===== src/rtl/cache_mem_arbiter.sv =====
// Arbitrates the shared cacheline-adapter path between icache and dcache line requests.
// Dcache wins by default; a saturating starvation counter forces an icache grant.
module cache_mem_arbiter #(
    parameter int unsigned ADDR_W       = 32,
    parameter int unsigned LINE_W       = 256,
    parameter int unsigned STARVE_LIMIT = 4
) (
    input  logic              clk,
    input  logic              reset,
    input  logic              i_read,
    input  logic [ADDR_W-1:0] i_addr,
    output logic [LINE_W-1:0] i_rdata,
    output logic              i_resp,
    input  logic              d_read,
    input  logic              d_write,
    input  logic [ADDR_W-1:0] d_addr,
    input  logic [LINE_W-1:0] d_wdata,
    output logic [LINE_W-1:0] d_rdata,
    output logic              d_resp,
    output logic              ca_read,
    output logic              ca_write,
    output logic [ADDR_W-1:0] ca_addr,
    output logic [LINE_W-1:0] ca_wdata,
    input  logic [LINE_W-1:0] ca_rdata,
    input  logic              ca_resp,
    output logic              busy
);

    localparam int unsigned      CNT_W = $clog2(STARVE_LIMIT + 1);
    localparam logic [CNT_W-1:0] LIMIT = CNT_W'(STARVE_LIMIT);

    typedef enum logic [1:0] {IDLE, SERV_I, SERV_D, RESP} state_t;

    state_t            state, state_n;
    logic [CNT_W-1:0]  starve_cnt;
    logic [ADDR_W-1:0] addr_q;
    logic [LINE_W-1:0] wdata_q;
    logic              wr_q;
    logic              serve_d_q;
    logic [LINE_W-1:0] i_rdata_q;
    logic [LINE_W-1:0] d_rdata_q;
    logic              d_pend;
    logic              grant_i;
    logic              grant_d;

    always_comb begin
        d_pend  = d_read | d_write;
        state_n = state;
        grant_i = 1'b0;
        grant_d = 1'b0;
        case (state)
            IDLE: begin
                if (d_pend && i_read && (starve_cnt == LIMIT)) begin
                    grant_i = 1'b1;
                    state_n = SERV_I;
                end else if (d_pend) begin
                    grant_d = 1'b1;
                    state_n = SERV_D;
                end else if (i_read) begin
                    grant_i = 1'b1;
                    state_n = SERV_I;
                end
            end
            SERV_I, SERV_D: begin
                if (ca_resp) state_n = RESP;
            end
            RESP:    state_n = IDLE;
            default: state_n = IDLE;
        endcase
    end

    always_ff @(posedge clk or negedge reset) begin
        if (!reset) begin
            state      <= IDLE;
            starve_cnt <= '0;
            addr_q     <= '0;
            wdata_q    <= '0;
            wr_q       <= 1'b0;
            serve_d_q  <= 1'b0;
            i_rdata_q  <= '0;
            d_rdata_q  <= '0;
        end else begin
            state <= state_n;
            if (grant_i) begin
                addr_q     <= i_addr;
                wr_q       <= 1'b0;
                serve_d_q  <= 1'b0;
                starve_cnt <= '0;
            end
            // A simultaneous read+write is taken as a writeback.
            if (grant_d) begin
                addr_q    <= d_addr;
                wdata_q   <= d_wdata;
                wr_q      <= d_write;
                serve_d_q <= 1'b1;
                if (!i_read) begin
                    starve_cnt <= '0;
                end else if (starve_cnt != LIMIT) begin
                    starve_cnt <= starve_cnt + CNT_W'(1);
                end
            end
            if (ca_resp && (state == SERV_I)) i_rdata_q <= ca_rdata;
            if (ca_resp && (state == SERV_D) && !wr_q) d_rdata_q <= ca_rdata;
        end
    end

    assign ca_read  = (state == SERV_I) || ((state == SERV_D) && !wr_q);
    assign ca_write = (state == SERV_D) && wr_q;
    assign ca_addr  = addr_q;
    assign ca_wdata = wdata_q;
    assign i_resp   = (state == RESP) && !serve_d_q;
    assign d_resp   = (state == RESP) && serve_d_q;
    assign i_rdata  = i_rdata_q;
    assign d_rdata  = d_rdata_q;
    assign busy     = (state != IDLE);

endmodule


===== config.mk =====
export PLATFORM = sky130hd
export DESIGN_NAME = cache_mem_arbiter
export DESIGN_NICKNAME = d
export VERILOG_FILES = /design/src/rtl/cache_mem_arbiter.sv
export SDC_FILE = /design/constraint.sdc
export NUM_CORES = 1
export LEC_CHECK = 0
export CORE_AREA = 2 2 548 550
export DETAILED_ROUTE_END_ITERATION = 6
export DIE_AREA = 0 0 550 552
export PLACE_DENSITY = 0.34
export SLEW_MARGIN = 20
export SYNTH_ARGS = -nofsm -noshare
export SYNTH_HDL_FRONTEND = slang
export SYNTH_SLANG_ARGS = --single-unit
export TNS_END_PERCENT = 20

===== constraint.sdc =====
create_clock -name clk -period 3.78 [get_ports clk]
set_clock_uncertainty 0.2 [all_clocks]
set_input_delay 0.378 -clock clk [delete_from_list [all_inputs] [get_ports clk]]
set_output_delay 0.378 -clock clk [all_outputs]
set_load 0.02 [all_outputs]

* Word level (Yosys, flattened, before mapping)
Cells that the tools add are included.
Storage, ports and cells: register bits after elaboration 807, latch bits 0, memory bits (writable) 0, memory bits (read-only) 0, input port bits 582, output and inout port bits 805, logic and storage cells 55, memories kept 0
Operators by class: add/subtract/negate cells 1, multipliers 0, div/mod/pow operators 0, $lt $le $gt $ge 0, eq/ne operators 7, shift-type cells 0, mux-type cells 21, bitwise operators 1, reduce and logical (&&, ||, !) cells 17
Operators by type and width (count):
- 32-bit 2-to-1 mux | 2
- 3-bit 2-to-1 mux | 4
- 1-bit 2-to-1 mux | 10
- 1-bit logical AND | 9
- 2-bit 2-to-1 mux | 4
- 2-bit case mux with 3 select lines | 1
- 2-bit == test, second input constant | 2
- 4-bit inequality test, second input constant | 1
- 2-bit nonzero test | 2
- 3-bit by 1-bit adder with 3-bit output, second input constant | 1
- 3-bit == test, second input constant | 1
- 3-bit inequality test, second input constant | 1
- 2-bit by 1-bit == test with 1-bit output, second input constant | 1
- 1-bit zero test | 2
- 2-bit zero test | 1
- 2-bit inequality test, second input constant | 1
- 2-bit AND reduction | 1
- 2-bit OR reduction | 1
- 1-bit logical OR | 1
- 1-bit bitwise OR | 1

* Depth between registers and ports, before layout
word-level depth 9, mapped depth 9, mapped depth without buffers 6

* Worst setup path before layout
No wires, ideal clock.
path type reg-to-reg, start point reg state[0], end point reg d_rdata_q[100], in the netlist d_rdata[100], library setup time 0.125 ns, data arrival time 1.567 ns, required time 3.455 ns, slack 1.888 ns, cell stages (with the launch flop) 7, clock period less this slack 1.892 ns, cell sequence dfrtp_1 > inv_1 > ha_1 > nand3_1 > clkbuf_1 > buf_2 > mux2_2
On the way: word-level cells in the longest chain between the ends 3
RTL lines:
- start, declared | line 34 | state_t state, state_n;
- start signal, assigned | line 83 | state <= state_n;
- 2-bit == test | line 103 | if (ca_resp && (state == SERV_D) && !wr_q) d_rdata_q <= ca_rdata;
- 1-bit logical AND (2 in series) | line 103
- end signal, assigned | line 103
- end, declared | line 41 | logic [LINE_W-1:0] d_rdata_q;
Every way passes these cells. A chain may end at the register's enable or synchronous reset.

* Worst setup path after layout
start point reg state[0], end point out busy
On the way: word-level cells in the longest chain between the ends 1
RTL lines:
- 2-bit nonzero test | line 115 | assign busy = (state != IDLE);
- end, declared | line 26 | output logic busy
Every way passes these cells.

==> impl_metrics.toml <==
[run]
cap_violations = 0

[critical_path]
r2r-start = "state[0]$_DFFE_PN0P_"
timing.reg2reg.setup_slack_ns = 0.90
worstPathArrival_ns = 2.75
reg2reg_depth = 7
crit_path_end_kind = "primary output"
crit_end = "busy"
setup.worst_path.start = "state[0]$_DFFE_PN0P_"
critPathTopFamily = "buffers and inverters"
cp_slowest_cell = "clkdlybuf4s50_1"
worstPathRequired_ns = 3.20
cp_common_cell = "inv_1"
max_stage_delay_ns = 0.63
path_class = "reg2out"
crit_fanout = 6
path_depth = 4
critPathLaunchType = "flop"
worstReg2RegEnd = "ca_addr[7]$_DFFE_PN0P_"
path_buf_inv = 3
critical_path.cell_chain = "inv_1 > ha_1 > inv_1 > clkdlybuf4s50_1"

[floorplan]
num_rows = 201
dieWidth_um = 550
die_area_um2 = 303600
die_height_um = 552
core_area_um2 = 298300
ioPinCount = 1387
start_util = 0.1019

[sta]
worstMarginPinSlew_ns = 0.9944
finalCritPeriodShare = 0.8794
max_freq_mhz = 300.8
slew_headroom = 0.3371
whs_ns = 0.03775
final_max_slew_viol_count = 0
tns_ns = 0
rsz0062_at_grt = "no"
final_hold_viol_count = 0
setup_viol = 0
fin_crit_ns = 3.324

[synthesis]
synth_cell_types = 32
async_flop_share = 1.000
avgSynthCellArea_um2 = 12.89
ys.flop_type = "dfrtp_1"
syn-num-nets = 2946
synthCells = 2358
ys_warn_count = 0
synth_edf_count = 0
syn_area_um2 = 30400
yosysSeqAreaShare = 0.6642
ys_ff_latch = 807

[route]
dr_total_vias = 26140
drtAntennaViolNets = 0
drt_iter0_drc = 1114
drc_errors = 0
firstDrtPassIters = 5
viasPerCell = 3.142
wire_per_inst_um = 24.30
wl_mm = 202.2

[layout]
final_cell_mix = "clkdlybuf4s50_1, dfrtp_1, nand2_1"
fillers = 32860
drive_above_1_share = 0.1730
stdcell_area_um2 = 57460
final_common_cell = "clkdlybuf4s50_1"
seqCellArea_um2 = 20190
areaGrowthSynthToFinish_pct = 88.99
nets = 4845
multi_input_area_um2 = 9457
final_util = 0.1926

[global_routing]
grt-ovfl-total = 0
use_met1 = 0.1524
grt_pass1_wl_mm = 266.0
met3_usage = 0.07280
top_usage_layer = "met2"
grt_max_degree = 85
met2_usage = 0.2030
antenna_found_initial = 91
grt_pass1_vias = 27960
grt_use_total = 0.1288

[clock_tree]
clock-root-buffer = "clkbuf_16"
clkTransAtPathRegs_ns = 0.06
post_cts_buffers = 0
cts_num_sinks = 807
clk_latency_ns = 0.81
cts_buffers = 109
clock_path_buffers = 4
cts-htree-levels = 3
cts_tree = "built"

[placed_design]
io_buffers = 1386
dpl_cell_area_um2 = 49340
dp_hpwl_mm = 165.9
gp_congestion = 0.8539

[power_and_ir_drop]
ir_drop_uv = 421.8
powerDensity_nw_per_um2 = 915.5
power_mw = 52.60
leakage_nw = 23.91

[run_status]
status = "finished clean"

[worst_hold_path]
min_path_type = "in2reg"
==> tightest hold or removal path, stage by stage <==
cell and delay [ns]:
clkdlybuf4s50_1 0.48, nand2_1 0.09, nand2_1 0.04
==> per-stage QoR <==
step                worst slack, ns  std cells
finish                       0.4557       8321
CTS                          0.3196       8299
floorplan                     1.888       2358
detailed placement           0.9992       7646
global route                 0.2805       8303
global placement              1.014       7646
==> state kept, by name (all words and copies together) (netlist names) <==
register    flops
ca_addr        32
ca_wdata      256
d_rdata       256
i_rdata       256
serve_d_q       1
starve_cnt      3
state           2
wr_q            1
==> routing by layer <==
metal,vias up,part of all wire
li1,11640,-
met1,13030,0.41
met2,1166,0.45
met3,243,0.13
met4,68,0.017
met5,-,0.0021
==> cells in the mapped netlist, drive strengths merged, types with 2 or more instances <==
master | instances | share of area
nand2 | 807 | 0.10
inv | 8 | 0.00099
dfrtp | 807 | 0.66
ha | 6 | 0.0025
nand3 | 3 | 0.00066
or2 | 2 | 0.00041
mux2 | 513 | 0.19
o21ai | 34 | 0.0057
clkbuf | 14 | 0.0017
buf | 113 | 0.023
and2 | 2 | 0.00041
o22ai | 33 | 0.0068
nor3 | 2 | 0.00033
==> cell families after synthesis <==
logic type,count (synthesis),share of synthesized area
flip-flops,807,0.6642
AO/OA/AOI/OAI,75,0.01445
AND/OR/NAND/NOR,822,0.1026
multiplexers,513,0.1900
buffers and inverters,135,0.02621
adder cells (fa/ha/maj),6,0.002469
==> power breakdown <==
part	total, mW	switching (mW)	internal (mW)
logic	26.8	14.9	11.8
clock network	10.3	4.33	5.95
registers	15.6	2.56	13.0
total	52.6	21.8	30.8
==> worst min path at each step <==
stage                                  start                   endpoint  slack, ns  cells after the start
finish                          d_wdata[130]  ca_wdata[130]$_DFFE_PN0P_       0.04                      3
global route                   ca_rdata[206]   i_rdata[206]$_DFFE_PN0P_      0.004                      2
floorplan                              reset     ca_addr[0]$_DFFE_PN0P_      -0.12                      0
global placement    ca_wdata[29]$_DFFE_PN0P_   ca_wdata[29]$_DFFE_PN0P_       0.26                      2
detailed placement  ca_wdata[21]$_DFFE_PN0P_   ca_wdata[21]$_DFFE_PN0P_       0.26                      2
CTS                               i_addr[20]    ca_addr[20]$_DFFE_PN0P_      0.001                      3
==> repair_timing <==
item	4_1_cts	5_1_grt
endpoints found under the hold margin	818	0
hold buffers	458	0
resized for setup	0	0
==> final cells by class <==
type	instances	area share
inverter	8	0.0005226
timing repair buffer	1915	0.3358
multi-input combinational	1416	0.1646
tap	3958	0.08619
clock inverter	24	0.004638
antenna	22	0.0009581
sequential	807	0.3515
clock buffer	171	0.05588
No activity file was read; power rests on OpenSTA's default activity.
